<file path="src/rtl/acc_cpu_core_if.sv">
// Instruction-memory port of acc_cpu_core: read strobe and address out, instruction word back.
// The word returned is the one addressed in the previous cycle.
interface acc_cpu_core_if #(
    parameter int unsigned DATA_W = 8,
    parameter int unsigned ADDR_W = 6
) ();
    logic              imem_en;
    logic [ADDR_W-1:0] imem_addr;
    logic [DATA_W+3:0] imem_rdata;

    modport master (
        output imem_en,
        output imem_addr,
        input  imem_rdata
    );

    modport slave (
        input  imem_en,
        input  imem_addr,
        output imem_rdata
    );
endinterface

</file>
<file path="src/rtl/acc_cpu_core.sv">
// Parametrised 3-cycle accumulator CPU (FETCH/DECODE/EXECUTE) with carry/zero flags,
// conditional jumps and a SLEEP state released by the wakeup input.
module acc_cpu_core #(
    parameter int unsigned        DATA_W   = 8,
    parameter int unsigned        ADDR_W   = 6,
    parameter int unsigned        NREGS    = 4,
    parameter logic [ADDR_W-1:0]  RESET_PC = '0
) (
    input  logic              clk,
    input  logic              reset_n,
    acc_cpu_core_if.master    imem,
    input  logic              wakeup,
    output logic [DATA_W-1:0] acc,
    output logic [ADDR_W-1:0] pc,
    output logic [1:0]        state,
    output logic              flag_z,
    output logic              flag_c,
    output logic              sleeping,
    output logic              instr_retired
);
    localparam int unsigned SEL_W = $clog2(NREGS);

    typedef enum logic [1:0] {
        StFetch   = 2'b00,
        StDecode  = 2'b01,
        StExecute = 2'b10,
        StSleep   = 2'b11
    } state_e;

    localparam logic [3:0] OpNop = 4'h0, OpLdi = 4'h1, OpLdr = 4'h2, OpStr = 4'h3;
    localparam logic [3:0] OpAdd = 4'h4, OpSub = 4'h5, OpAnd = 4'h6, OpOr  = 4'h7;
    localparam logic [3:0] OpXor = 4'h8, OpNot = 4'h9, OpShl = 4'hA, OpShr = 4'hB;
    localparam logic [3:0] OpJmp = 4'hC, OpJz  = 4'hD, OpJc  = 4'hE, OpSlp = 4'hF;

    state_e            state_q, state_d;
    logic [ADDR_W-1:0] pc_q, pc_d;
    logic [DATA_W-1:0] acc_q, acc_d;
    logic [DATA_W+3:0] ir_q;
    logic              z_q, z_d, c_q, c_d;
    logic [DATA_W-1:0] regs_q [NREGS];
    logic              reg_we;
    logic              upd_z;

    logic [3:0]        opcode;
    logic [DATA_W-1:0] operand;
    logic [SEL_W-1:0]  sel;
    logic [ADDR_W-1:0] target;
    logic [DATA_W-1:0] rsel;
    logic [DATA_W:0]   sum, diff;
    logic [ADDR_W-1:0] pc_inc;

    assign opcode  = ir_q[DATA_W+3:DATA_W];
    assign operand = ir_q[DATA_W-1:0];
    assign sel     = operand[SEL_W-1:0];
    assign target  = operand[ADDR_W-1:0];
    assign rsel    = regs_q[sel];
    assign sum     = {1'b0, acc_q} + {1'b0, rsel};
    // Bit DATA_W of the extended difference is the borrow (acc < R[sel]).
    assign diff    = {1'b0, acc_q} - {1'b0, rsel};
    assign pc_inc  = pc_q + ADDR_W'(1);

    always_comb begin
        state_d = state_q;
        pc_d    = pc_q;
        acc_d   = acc_q;
        z_d     = z_q;
        c_d     = c_q;
        reg_we  = 1'b0;
        upd_z   = 1'b0;
        unique case (state_q)
            StFetch:  state_d = StDecode;
            StDecode: state_d = StExecute;
            StExecute: begin
                state_d = StFetch;
                pc_d    = pc_inc;
                case (opcode)
                    OpNop: ;
                    OpLdi: begin acc_d = operand;        upd_z = 1'b1; end
                    OpLdr: begin acc_d = rsel;           upd_z = 1'b1; end
                    OpStr: reg_we = 1'b1;
                    OpAdd: begin
                        acc_d = sum[DATA_W-1:0];
                        c_d   = sum[DATA_W];
                        upd_z = 1'b1;
                    end
                    OpSub: begin
                        acc_d = diff[DATA_W-1:0];
                        c_d   = diff[DATA_W];
                        upd_z = 1'b1;
                    end
                    OpAnd: begin acc_d = acc_q & rsel;   upd_z = 1'b1; end
                    OpOr:  begin acc_d = acc_q | rsel;   upd_z = 1'b1; end
                    OpXor: begin acc_d = acc_q ^ rsel;   upd_z = 1'b1; end
                    OpNot: begin acc_d = ~acc_q;         upd_z = 1'b1; end
                    OpShl: begin
                        acc_d = acc_q << 1;
                        c_d   = acc_q[DATA_W-1];
                        upd_z = 1'b1;
                    end
                    OpShr: begin
                        acc_d = acc_q >> 1;
                        c_d   = acc_q[0];
                        upd_z = 1'b1;
                    end
                    OpJmp: pc_d = target;
                    OpJz:  if (z_q) pc_d = target;
                    OpJc:  if (c_q) pc_d = target;
                    OpSlp: state_d = StSleep;
                    default: ;
                endcase
                if (upd_z) z_d = (acc_d == '0);
            end
            StSleep: if (wakeup) state_d = StFetch;
            default: state_d = StFetch;
        endcase
    end

    always_ff @(posedge clk or negedge reset_n) begin
        if (!reset_n) begin
            state_q <= StFetch;
            pc_q    <= RESET_PC;
            acc_q   <= '0;
            ir_q    <= '0;
            z_q     <= 1'b0;
            c_q     <= 1'b0;
            for (int i = 0; i < NREGS; i++) regs_q[i] <= '0;
        end else begin
            state_q <= state_d;
            pc_q    <= pc_d;
            acc_q   <= acc_d;
            z_q     <= z_d;
            c_q     <= c_d;
            if (state_q == StDecode) ir_q <= imem.imem_rdata;
            if (reg_we) regs_q[sel] <= acc_q;
        end
    end

    // Strobe is gated by reset so no read is issued while the core is held.
    assign imem.imem_en   = reset_n && (state_q == StFetch);
    assign imem.imem_addr = pc_q;
    assign acc            = acc_q;
    assign pc             = pc_q;
    assign state          = state_q;
    assign flag_z         = z_q;
    assign flag_c         = c_q;
    assign sleeping       = (state_q == StSleep);
    assign instr_retired  = (state_q == StExecute);
endmodule
</file>
<file path="src/flat_wrapper.sv">
// flat-port wrapper written by rule: the top's interface ports become plain ports
module acc_cpu_core_flat 
#(
    parameter int unsigned        DATA_W   = 8,
    parameter int unsigned        ADDR_W   = 6,
    parameter int unsigned        NREGS    = 4,
    parameter logic [ADDR_W-1:0]  RESET_PC = '0
)
  (clk, reset_n, wakeup, acc, pc, state, flag_z, flag_c, sleeping, instr_retired, imem_imem_en, imem_imem_addr, imem_imem_rdata);
  acc_cpu_core_if #(.DATA_W(DATA_W), .ADDR_W(ADDR_W)) imem_i ();
  input  logic clk;
  input  logic reset_n;
  input  logic wakeup;
  output logic [DATA_W-1:0] acc;
  output logic [ADDR_W-1:0] pc;
  output logic [1:0] state;
  output logic flag_z;
  output logic flag_c;
  output logic sleeping;
  output logic instr_retired;
  output wire logic [$bits(imem_i.imem_en)-1:0] imem_imem_en;
  output wire logic [$bits(imem_i.imem_addr)-1:0] imem_imem_addr;
  input wire logic [$bits(imem_i.imem_rdata)-1:0] imem_imem_rdata;
  assign imem_imem_en = imem_i.imem_en;
  assign imem_imem_addr = imem_i.imem_addr;
  assign imem_i.imem_rdata = imem_imem_rdata;
  acc_cpu_core #(.DATA_W(DATA_W), .ADDR_W(ADDR_W), .NREGS(NREGS), .RESET_PC(RESET_PC)) u_core (.clk(clk), .reset_n(reset_n), .imem(imem_i), .wakeup(wakeup), .acc(acc), .pc(pc), .state(state), .flag_z(flag_z), .flag_c(flag_c), .sleeping(sleeping), .instr_retired(instr_retired));
endmodule
</file>
<file path="config.mk">
export PLATFORM = sky130hd
export DESIGN_NAME = acc_cpu_core_flat
export DESIGN_NICKNAME = d
export VERILOG_FILES = /design/src/rtl/acc_cpu_core_if.sv /design/src/rtl/acc_cpu_core.sv /design/src/flat_wrapper.sv
export SDC_FILE = /design/constraint.sdc
export NUM_CORES = 1
export LEC_CHECK = 0
export ABC_AREA = 1
export ABC_CLOCK_PERIOD_IN_PS = 8060
export BUFFER_PORTS_ARGS = -buffer_cell sky130_fd_sc_hd__buf_2
export CORE_MARGIN = 2
export CORE_UTILIZATION = 44
export DETAILED_ROUTE_END_ITERATION = 12
export GPL_ROUTABILITY_DRIVEN = 0
export HOLD_SLACK_MARGIN = 0.06
export PLACE_DENSITY = 0.72
export SYNTH_ARGS = -nofsm -noshare
export SYNTH_HDL_FRONTEND = slang
export SYNTH_SLANG_ARGS = --single-unit
</file>
<file path="constraint.sdc">
create_clock -name clk -period 8.06 [get_ports clk]
set_clock_uncertainty 0.15 [all_clocks]
set_input_delay 2.418 -clock clk [delete_from_list [all_inputs] [get_ports clk]]
set_output_delay 2.418 -clock clk [all_outputs]
set_load 0.005 [all_outputs]
</file>
==> flow_summary.yaml <==
clocking:
  post_cts_resize_count: 0
  root_buffer: "clkbuf_8"
  cts_made_buffers: 9
  clk_path_buf_depth: 2
  cts_tree: "built"
  h-tree-depth: 3
  post_cts_buffers: 0
  hold_buffers: 0
  cts.reportedPaths.clkPinSlew_ns: 0.08
  insertion_delay_ns: 0.35
  cts_sinks: 62
setup_path:
  slowest_delay_ns: 0.16
  required_ns: 5.49
  r2r_cells: 19
  worstSetupPathType: "input port to primary output"
  worst_r2r_endpoint: "u_core.flag_z"
  cp-start-kind: "input port"
  cp-end-kind: "primary output"
  r2r-start: "u_core.ir_q[1]"
  cp.arrival_ns: 2.80
  critPathMostFrequentCell: "buf_2"
  r2r_slack_ns: 4.32
  path_cells: "buf_2, nor3b_1, buf_2"
  slowest_stage: "nor3b_1"
  cp_max_fo: 2
sta:
  tightest_slew_ns: 1.249
  drv_slew: 0
  max_freq_mhz: 186.4
  rsz0062_at_grt: "no"
  finalCritPeriodShare_pct: 66.57
  fin_setup_tns_ns: 0
  hold_viol: 0
  setup_viol: 0
  slew_headroom_pct: 16.44
  min_period_ns: 5.366
grt:
  grt_pass1_wl_um: 20530
  grt_pass1_vias: 4184
  grt_usage_pct: 23.19
  overflow: 0
  grt_max_degree: 63
  grt_antenna_before_repair: 0
logic_synthesis:
  synth_nets: 718
  synth_cells: 675
  yosys.area_share.simple_pct: 37.33
  synthXorXnorAreaFrac_pct: 0.3831
  avgSynthCellArea_um2: 6.773
  synth_area_um2: 4572
  ys_seq_area_share_pct: 33.94
  synth_top_area_share_pct: 33.94
  ys.flop_type: "dfrtp_1"
  synthTopCellsByArea: "dfrtp_1 (34%), nand2_1 (20%), ha_1 (7.1%), nand3_1 (6.0%), nor2_1 (5.5%)"
  synth_warnings: 0
  synth-edff-count: 0
  ys_types: 34
  async_flop_share_pct: 100.0
  synth_top_family_by_area: "simple AND/OR/NAND/NOR gates"
  ys_ff_latch: 62
  synth_area_leader_cell: "dfrtp_1"
  synthMuxAreaShare_pct: 1.478
  synth_fa_ha_area_share_pct: 7.991
  synth-compound-area-share_pct: 9.688
power_and_ir_drop:
  ir_drop_mv: 0.1396
  power_density_nw_per_um2: 422.3
  comb_power_share_pct: 59.5
  p_leak_nw: 2.604
  swShare_pct: 53.26
  sequentialPowerShare_pct: 28.4
  clockPowerShare_pct: 12.1
  p_int_uw: 983.1
  p_switching_mw: 1.120
placement:
  port-buffer-count: 41
  post-place-cells: 830
  place_hpwl_um: 9065
route:
  drt_iter0_drc: 437
  ant_nets: 0
  wl_um: 12340
  vias_per_cell: 5.309
  wire_per_inst_um: 14.59
  drc_errors: 0
  drt_pass1_iterations: 5
  num_vias: 4491
floorplan:
  rows: 37
  io_pins: 42
  die_y_um: 105.9
  die_area_um2: 11220
  core-area_um2: 10180
  start_util_pct: 44.89
  die_w_um: 105.9
layout:
  drive_gt1_share_pct: 11.83
  n_fill_cell: 1016
  syn2layout_area_growth_pct: 8.949
  instances_no_fill: 846
  antenna_cells: 0
  layout.cells.most_common: "nand2_1"
  nets: 748
  layout_common_cells: "nand2_1 (247), nor2_1 (67), inv_1 (64)"
outcome:
  status: "completed"
hold_path:
  worstHoldPathType: "register to register"
  min_path_cells: 2
  worstHoldStart: "u_core.regs_q[16]"
  holdPathEnd: "u_core.regs_q[16]"
run:
  max-cap-violations: 0
[state kept, by name, indices dropped and copies added (netlist names)]
| name | cells |
|---|---|
| u_core.acc | 8 |
| u_core.ir_q | 12 |
| u_core.flag_z | 1 |
| u_core.imem.imem_addr | 6 |
| u_core.state | 2 |
| u_core.regs_q | 32 |
| u_core.flag_c | 1 |
[routing by layer]
layer | vias up | GRT usage [%] | share of wire (%)
met5 | - | 0 | 0
met3 | 22 | 3.924 | 7.7
met1 | 2058 | 31.74 | 45
met4 | 0 | 9.680 | 2.1
met2 | 221 | 36.50 | 45
li1 | 2190 | - | -
[power groups by stage]
stage / registers, mW / logic [mW] / clock network [mW]
floorplan: 0.553 / 0.955 / 0
global placement: 0.593 / 1.19 / 0
detailed placement: 0.599 / 1.22 / 0
CTS: 0.596 / 1.23 / 0.259
global route: 0.620 / 1.42 / 0.275
finish: 0.597 / 1.25 / 0.254
[logic make-up (layout without fill, tap and decap cells)]
family | Yosys count | count (layout)
XOR/XNOR | 2 | 2
AND/OR/NAND/NOR | 399 | 399
multiplexers | 6 | 6
buffers and inverters | 95 | 130
adder cells (fa/ha/maj) | 28 | 28
AO/OA/AOI/OAI | 83 | 83
flip-flops | 62 | 62
[critical path, delay by kind of cell]
kind	cells	cell delay (ns)
buffers and inverters	2	0.22
and+or+nand+nor	1	0.16
[worst max path at each step]
stage | startpoint | endpoint | slack, ns | cells after the start
after floorplan | reset_n | imem_imem_en | 2.87 | 1
after global placement | reset_n | imem_imem_en | 2.66 | 3
after detailed placement | reset_n | imem_imem_en | 2.69 | 3
after CTS | reset_n | imem_imem_en | 2.69 | 3
after global routing | reset_n | imem_imem_en | 2.59 | 3
final | reset_n | imem_imem_en | 2.69 | 3
[cells in the mapped netlist (all sizes together), types with 2 or more instances]
cell,n
a21oi,21
a22oi,5
buf,21
clkbuf,2
clkinv,3
dfrtp,62
fa,2
ha,26
inv,69
mux2,6
nand2,250
nand3,59
nand3b,6
nand4,3
nor2,75
nor3,3
o21a,3
o21ai,51
or2,2
xor2,2
[cell type report]
type                       count  area [µm²]  area share (%)
clock buffer                  12       145.1           2.914
clock inverter                 4       31.28          0.6280
inverter                      72       270.3           5.426
multi-input combinational    518        2600           52.20
sequential                    62        1551           31.15
tap                          136       170.2           3.416
timing repair buffer          42       212.7           4.270
[through the flow]
step                utilization, %  setup slack [ns]  hold slack, ns  instance area [µm²]  power, mW
floorplan                        -             2.874          0.3029                 4572      1.508
global placement             47.17             2.664          0.3166                 4805      1.786
detailed placement           47.17             2.691          0.3239                 4805      1.824
CTS                          48.91             2.691          0.3425                 4981      2.086
global route                 48.91             2.591          0.3604                 4981      2.313
finish                       48.91             2.694          0.3382                 4981      2.103
Power figures use the tool's default switching activity.
